**src/rtl/solicitador_leituras.sv**
```systemverilog
// Per-lane read requester: latches one address job, requests the arbiter until granted,
// captures the returned words after MEM_LATENCY cycles and holds them until acknowledged.
module solicitador_leituras #(
    parameter int NUM_READ_PORTS = 8,
    parameter int DATA_WIDH      = 32,
    parameter int ADDR_WIDTH     = 8,
    parameter int MEM_LATENCY    = 1,
    parameter int CNT_WIDTH      = 8
) (
    input  logic                                 clk,
    input  logic                                 rst,
    input  logic                                 start_in,
    input  logic [ADDR_WIDTH*NUM_READ_PORTS-1:0] addr_in,
    input  logic [NUM_READ_PORTS-1:0]            mask_in,
    output logic                                 busy_out,
    output logic                                 lvv_read_en_out,
    output logic [ADDR_WIDTH*NUM_READ_PORTS-1:0] lvv_read_addr_out,
    input  logic                                 ready_in,
    input  logic [DATA_WIDH*NUM_READ_PORTS-1:0]  read_data_in,
    output logic                                 done_out,
    output logic [DATA_WIDH*NUM_READ_PORTS-1:0]  data_out,
    output logic [NUM_READ_PORTS-1:0]            mask_out,
    input  logic                                 done_ack_in,
    output logic [CNT_WIDTH-1:0]                 wait_cycles_out,
    output logic [1:0]                           dbg_state_out
);

    // Handshakes: lvv_read_en_out is held high until a one-cycle ready_in grant;
    // done_out is held high until a one-cycle done_ack_in; start_in is taken only while idle.
    typedef enum logic [1:0] {
        S_IDLE      = 2'd0,
        S_REQ       = 2'd1,
        S_WAIT_DATA = 2'd2,
        S_DONE      = 2'd3
    } state_t;

    localparam logic [2:0]           LAT_INIT = 3'(MEM_LATENCY);
    localparam logic [2:0]           LAT_ONE  = 3'd1;
    localparam logic [CNT_WIDTH-1:0] CNT_ONE  = {{(CNT_WIDTH-1){1'b0}}, 1'b1};
    localparam logic [CNT_WIDTH-1:0] CNT_MAX  = {CNT_WIDTH{1'b1}};

    state_t                                r_state;
    state_t                                w_next;
    logic [2:0]                            r_lat;
    logic [CNT_WIDTH-1:0]                  r_wait;
    logic [ADDR_WIDTH*NUM_READ_PORTS-1:0]  r_addr;
    logic [DATA_WIDH*NUM_READ_PORTS-1:0]   r_data;
    logic [NUM_READ_PORTS-1:0]             r_mask;
    logic [ADDR_WIDTH*NUM_READ_PORTS-1:0]  w_addr_masked;
    logic [DATA_WIDH*NUM_READ_PORTS-1:0]   w_data_masked;
    logic                                  w_lat_last;

    // Addresses are masked with the incoming mask, data with the accepted one.
    always_comb begin
        w_addr_masked = '0;
        w_data_masked = '0;
        for (int p = 0; p < NUM_READ_PORTS; p++) begin
            if (mask_in[p]) w_addr_masked[ADDR_WIDTH*p +: ADDR_WIDTH] = addr_in[ADDR_WIDTH*p +: ADDR_WIDTH];
            if (r_mask[p])  w_data_masked[DATA_WIDH*p +: DATA_WIDH]   = read_data_in[DATA_WIDH*p +: DATA_WIDH];
        end
    end

    assign w_lat_last = (r_lat == LAT_ONE);

    always_comb begin
        w_next = r_state;
        case (r_state)
            S_IDLE: begin
                if (start_in) w_next = (mask_in != '0) ? S_REQ : S_DONE;
            end
            S_REQ: begin
                if (ready_in) w_next = S_WAIT_DATA;
            end
            S_WAIT_DATA: begin
                if (w_lat_last) w_next = S_DONE;
            end
            S_DONE: begin
                if (done_ack_in) w_next = S_IDLE;
            end
            default: w_next = S_IDLE;
        endcase
    end

    always_ff @(posedge clk) begin
        if (rst) begin
            r_state <= S_IDLE;
            r_lat   <= '0;
            r_wait  <= '0;
            r_addr  <= '0;
            r_data  <= '0;
            r_mask  <= '0;
        end else begin
            r_state <= w_next;
            case (r_state)
                S_IDLE: begin
                    if (start_in) begin
                        r_addr <= w_addr_masked;
                        r_mask <= mask_in;
                        r_wait <= '0;
                        if (mask_in == '0) r_data <= '0;
                    end
                end
                S_REQ: begin
                    if (r_wait != CNT_MAX) r_wait <= r_wait + CNT_ONE;
                    if (ready_in) r_lat <= LAT_INIT;
                end
                S_WAIT_DATA: begin
                    r_lat <= r_lat - LAT_ONE;
                    if (w_lat_last) r_data <= w_data_masked;
                end
                default: ;
            endcase
        end
    end

    assign busy_out          = (r_state != S_IDLE);
    assign lvv_read_en_out   = (r_state == S_REQ);
    assign done_out          = (r_state == S_DONE);
    assign lvv_read_addr_out = r_addr;
    assign data_out          = r_data;
    assign mask_out          = r_mask;
    assign wait_cycles_out   = r_wait;
    assign dbg_state_out     = r_state;

endmodule

```
**config.mk**
```make
export PLATFORM = sky130hd
export DESIGN_NAME = solicitador_leituras
export DESIGN_NICKNAME = d
export VERILOG_FILES = /design/src/rtl/solicitador_leituras.sv
export SDC_FILE = /design/constraint.sdc
export NUM_CORES = 1
export LEC_CHECK = 0
export ABC_CLOCK_PERIOD_IN_PS = 2100
export CAP_MARGIN = 20
export CORE_AREA = 2 2 263 265
export DETAILED_ROUTE_END_ITERATION = 12
export DIE_AREA = 0 0 265 267
export SLEW_MARGIN = 0
export SYNTH_ARGS = -nofsm -noshare
export SYNTH_HDL_FRONTEND = slang
export SYNTH_SLANG_ARGS = --single-unit
```
**constraint.sdc**
```tcl
create_clock -name clk -period 2.1 [get_ports clk]
set_input_delay 0.21 -clock clk [delete_from_list [all_inputs] [get_ports clk]]
set_output_delay 0.21 -clock clk [all_outputs]
set_load 0.02 [all_outputs]
```
# ---- Word-level counts from Yosys, hierarchy flattened
# Cells that the tools add are included.
dict set report totals {
  output_inout_bits 341
  wordCells 62
  reg_bits 341
}
dict set report op_classes {
  n_addsub 2
  muxes 31
  n_eq_ne 11
  n_reduce_logical 12
}
# cell count
set op_table {}
lappend op_table {{two-way mux 256 bit} 3}
lappend op_table {{case mux 256 bit (2 select lines)} 1}
lappend op_table {{two-way mux 32 bit} 8}
lappend op_table {{two-way mux 8 bit} 10}
lappend op_table {{case mux 8 bit (2 select lines)} 1}
lappend op_table {{two-way mux 2 bit} 5}
lappend op_table {{adder 8 x 1 -> 8 bit (second input constant)} 1}
lappend op_table {{logical NOT 8 bit} 1}
lappend op_table {{!= test 8 bit (second input constant)} 1}
lappend op_table {{case mux 2 bit (4 select lines)} 1}
lappend op_table {{AND reduction 4 bit} 2}
lappend op_table {{nonzero test 2 bit} 4}
lappend op_table {{nonzero test 8 bit} 1}
lappend op_table {{!= test 2 x 1 -> 1 bit (second input constant)} 3}
lappend op_table {{!= test 2 bit (second input constant)} 3}
lappend op_table {{case mux 3 bit (2 select lines)} 1}
lappend op_table {{equality test 2 bit (second input constant)} 2}
lappend op_table {{AND reduction 2 bit} 2}
lappend op_table {{equality test 3 x 1 -> 1 bit (second input constant)} 1}
lappend op_table {{two-way mux 3 bit} 1}
lappend op_table {{AND reduction 3 bit} 1}
lappend op_table {{subtractor 3 x 1 -> 3 bit (second input constant)} 1}
lappend op_table {{equality test 2 x 1 -> 1 bit (second input constant)} 1}
lappend op_table {{logical NOT 2 bit} 1}

# ---- Depth between registers and ports, before layout
dict set report logic_depth {
  depth_word 4
  depth_mapped 9
  ltp_nobuf 6
}

# ---- Least setup slack after synthesis
# OpenSTA, ideal clock, no wires.
dict set report synth_path {
  path_kind {reg2reg}
  startpoint {register r_state[0], in the netlist dbg_state_out[0]}
  endpoint {register r_data[100], in the netlist data_out[100]}
  arrival_time_ps 1979
  period_less_slack_ps 2050
  required_ps 2028
  slack_ps 50
  stages_incl_launch_ff 10
  cell_sequence {dfxtp_1 -> inv_1 -> ha_1 -> clkbuf_1 -> inv_1 -> nor4_4 -> o21ai_2 -> buf_6 -> buf_6 -> mux2i_1}
}
dict set report synth_via {
  elab_chain_cells 3
}
# element line_no
set synth_lines {}
lappend synth_lines {{from (decl)} 42} ;# state_t r_state;
lappend synth_lines {{from (signal assigned)} 93} ;# r_state <= w_next;
lappend synth_lines {{equality test 2 bit / logical NOT 2 bit (equally long branches)} 94} ;# case (r_state)
lappend synth_lines {{!= test 2 bit (no line) / nonzero test 2 bit (equally long branches)} -}
lappend synth_lines {{AND reduction 4 bit (no line)} -}
lappend synth_lines {{to (signal assigned)} 109} ;# if (w_lat_last) r_data <= w_data_masked;
lappend synth_lines {{to (decl)} 47} ;# logic [DATA_WIDH*NUM_READ_PORTS-1:0] r_data;
# Parallel ways exist; a longest one is shown, timed or not.
# A chain may end at the register's enable or synchronous reset.

# ---- Final worst setup path
dict set report layout_path {
  startpoint {register r_state[0], in the netlist dbg_state_out[0]}
  endpoint {output lvv_read_en_out}
}
dict set report layout_via {
  elab_chain_cells 1
}
# element line_no
set layout_lines {}
lappend layout_lines {{equality test 2 x 1 -> 1 bit} 117} ;# assign lvv_read_en_out = (r_state == S_REQ);
lappend layout_lines {{to (decl)} 16} ;# output logic lvv_read_en_out,
# Every way passes these cells.

==> summary.md <==
| Metric | Value |
|---|---|
| Max Used Layer | met5 |
| Worst setup margin | 112.7 ps |
| Root Driver | clkbuf_16 |
| Die Y | 267 um |
| All-Layer GR Usage | 14.36% |
| Drt drc | 0 |
| Critical Path Source Type | register |
| Pins Over Slew Limit | 0 |
| Antenna violations before repair | 7 |
| Die area | 0.07076 mm2 |
| Worst Tran Pin Value | 664.7 ps |
| Syn_nets | 1880 |
| P&R area growth vs syn | 69.23% |
| Clock Latency Late Sink | 540 ps |
| CTS tree | done |
| Worst vdd ir | 0.0005836 V |
| Setup crit end kind | output port |
| Post-synth cell types | 38 |
| Clock sinks | 341 |
| Post-synth EDFFs | 0 |
| Core area | 0.06799 mm2 |
| Status | finished clean |
| Global route total overflow | 0 |
| Period utilization | 94.63% |
| Vias in the first global route | 13450 |
| Primary FF master, synth | dfxtp_1 |
| Initial Util | 19.96% |
| Met2 WL post-DR | 26.37 mm |
| Post-CTS Setup Bufs | 0 |
| Relative slew slack | 55.69% |
| Adder-cell share of the synthesized area | 0.6454% |
| Critical Path RT | 1890 ps |
| Cells after Synth | 1540 |
| Critical path class | register to output port |
| Drt wl/cell | 17.17 um |
| CP arrival | 1780 ps |
| CTS max path bufs | 3 |
| Finished layout cell area | 0.02297 mm2 |
| Unrepaired setup endpoints after global routing | false |
| Largest family of logic cells by synthesized area | simple AND/OR/NAND/NOR gates |
| First-pass GRT wire length | 79.38 mm |
| Total Power | 18.16 mW |
| Dpl ws | -233.9 ps |
| # fillers | 6888 |
| Final setup fails | 0 |
| Mean Syn Cell Area | 8.812 um2 |
| Max cap viols | 0 |
| IO buf count | 673 |
| Largest net degree at the start of global routing | 61 |
| Setup tns final | 0 ps |
| XOR/XNOR Fraction of Synth Area | 0% |
| Mux cell area share after synthesis | 18.96% |
| Num ports | 674 |
| Simple-gate share of the synthesized area | 20.74% |
| GP Congestion | 0.8475 |
| FP Rows | 96 |
| Clock buffer count from CTS | 41 |
| Synth Cell Area | 0.01357 mm2 |
| Nets@finish | 2536 |
| Seq/Total Area, Yosys | 50.30% |
| Vias | 12990 |
| Metal3 WL | 3.472 mm |
| Initial DRC Count | 604 |
| Drt pass-1 iters | 5 |
| Clock Skew | 14.86 ps |
| H-tree levels | 2 |
| Antenna-violating nets left | 0 |
| P_leak | 9.397 nW |
| Pwr Density | 790.8 mW/mm2 |
| DPL Wire Length | 40.67 mm |
| CTS clock-pin slew for the worst setup and hold paths | 60 ps |
| Fin util | 33.78% |
| Via density | 4.176 |
| HP Class | primary input to register |
| Placed Area | 0.02153 mm2 |
| Ys Warns | 0 |
| Endpoints failing hold | 0 |
| Fin crit period | 1987 ps |
| Metal-1 WL | 21.86 mm |
| Max Fanout on Critical Path | 10 |
| Die Wd | 265 um |
| Layout cells sized above 1 | 6.247% |
| Post-Route WL | 53.41 mm |
| Async S/R FF share, synth | 0% |
| Yosys reg bits | 341 |
| Compound-cell area share of the yosys netlist | 4.241% |
| Max frequency | 503.2 MHz |
-- area by class of cell --
class,count,area [um2],share of cell area [%]
Sequential cell,341,6827,29.72
Multi-Input combinational cell,1069,6065,26.41
Antenna cell,4,10.01,0.04358
Clock buffer,56,1162,5.061
Tap cell,882,1104,4.805
Clock inverter,16,260.3,1.133
Timing Repair Buffer,735,7501,32.66
Inverter,8,37.54,0.1634
-- kinds of logic (layout without fill, tap and decap cells) --
logic type      Yosys count  count (layout)
simple gates            702             702
flops                   341             341
mux                     257             257
buf+inv                 130             815
compound gates          103             103
fa+ha+maj                 7               7
other cells               0               4
-- Yosys cell counts (2+ instances only) --
cell type / n / area, um2
buf_2: 3 / 15.01
mux2i_1: 257 / 2572
clkbuf_1: 91 / 341.6
nand2_1: 601 / 2256
o32ai_1: 2 / 17.52
or3_1: 2 / 12.51
and2_1: 10 / 62.56
a21oi_1: 81 / 405.4
nand2b_1: 5 / 31.28
o21ai_0: 5 / 25.02
nand3_1: 68 / 340.3
dfxtp_1: 341 / 6827
nor2b_1: 4 / 25.02
nor2_1: 5 / 18.77
inv_1: 7 / 26.28
a211oi_1: 2 / 15.01
buf_6: 27 / 304.0
a311oi_1: 2 / 17.52
and3_1: 2 / 12.51
ha_1: 7 / 87.58
-- registers in the layout (all words and copies together), names as in the netlist --
name               count
data_out             256
dbg_state_out          2
lvv_read_addr_out     64
mask_out               8
r_lat                  3
wait_cycles_out        8
-- per-layer routing --
metal / global-route usage, % / vias up
li1: - / 6341
met1: 16.81 / 6129
met2: 25.09 / 422
met3: 3.635 / 97
met4: 5.589 / 4
met5: 0 / -
-- critical path: stages, from the launching register on --
cell and delay, ps:
dfxtp_1 330, buf_4 140, ha_1 360, dlygate4sd2_1 400
-- report_power, final --
part / internal, mW / switching (mW) / leakage [nW] / total, mW
Sequential: 6.66 / 0.128 / 2.75 / 6.79
Combinational: 1.86 / 1.97 / 5.95 / 3.83
Clock: 4.72 / 2.82 / 0.698 / 7.53
Total: 13.2 / 4.92 / 9.40 / 18.2
-- stage by stage --
step,hold slack [ps],std cells
global route,84.75,3110
detailed placement,443.5,3035
floorplan,348.8,1540
finish,90.32,3111
CTS,40.73,3107
global placement,438.9,3035
-- what timing repair did --
item                                    in CTS  in global routing
resized for setup                            2                  3
hold buffers                                 0                  0
endpoints found under the setup margin       2                 34
gates cloned                                 0                  0
pin swaps                                    0                  0
-- placed cells by master (no fill, tap or decap), drive strengths merged, types with 2 or more instances in the layout --
cell             n
a211oi           2
a21boi           2
a21oi           81
a311oi           2
and2            10
and3             2
buf             63
bufinv           7
clkbuf          56
clkdlybuf4s50  669
clkinv           7
clkinvlp         2
dfxtp          341
diode            4
dlygate4sd2      2
ha               7
inv              8
mux2i          257
nand2          601
nand2b           5
nand3           68
nor2             5
nor2b            4
o21ai            6
o32ai            2
or3              2
or4              2
-- path summary, 6_finish.rpt --
path	startpoint	endpoint	slack (ps)	depth (start not counted)
worst max-delay path	dbg_state_out[0]	lvv_read_en_out	110	3
worst min-delay path	rst	lvv_read_addr_out[20]	90	3
worst max register to register	dbg_state_out[1]	data_out[181]	160	8
worst min register to register	lvv_read_addr_out[39]	lvv_read_addr_out[39]	450	2
(Power assumes the default switching activity.)
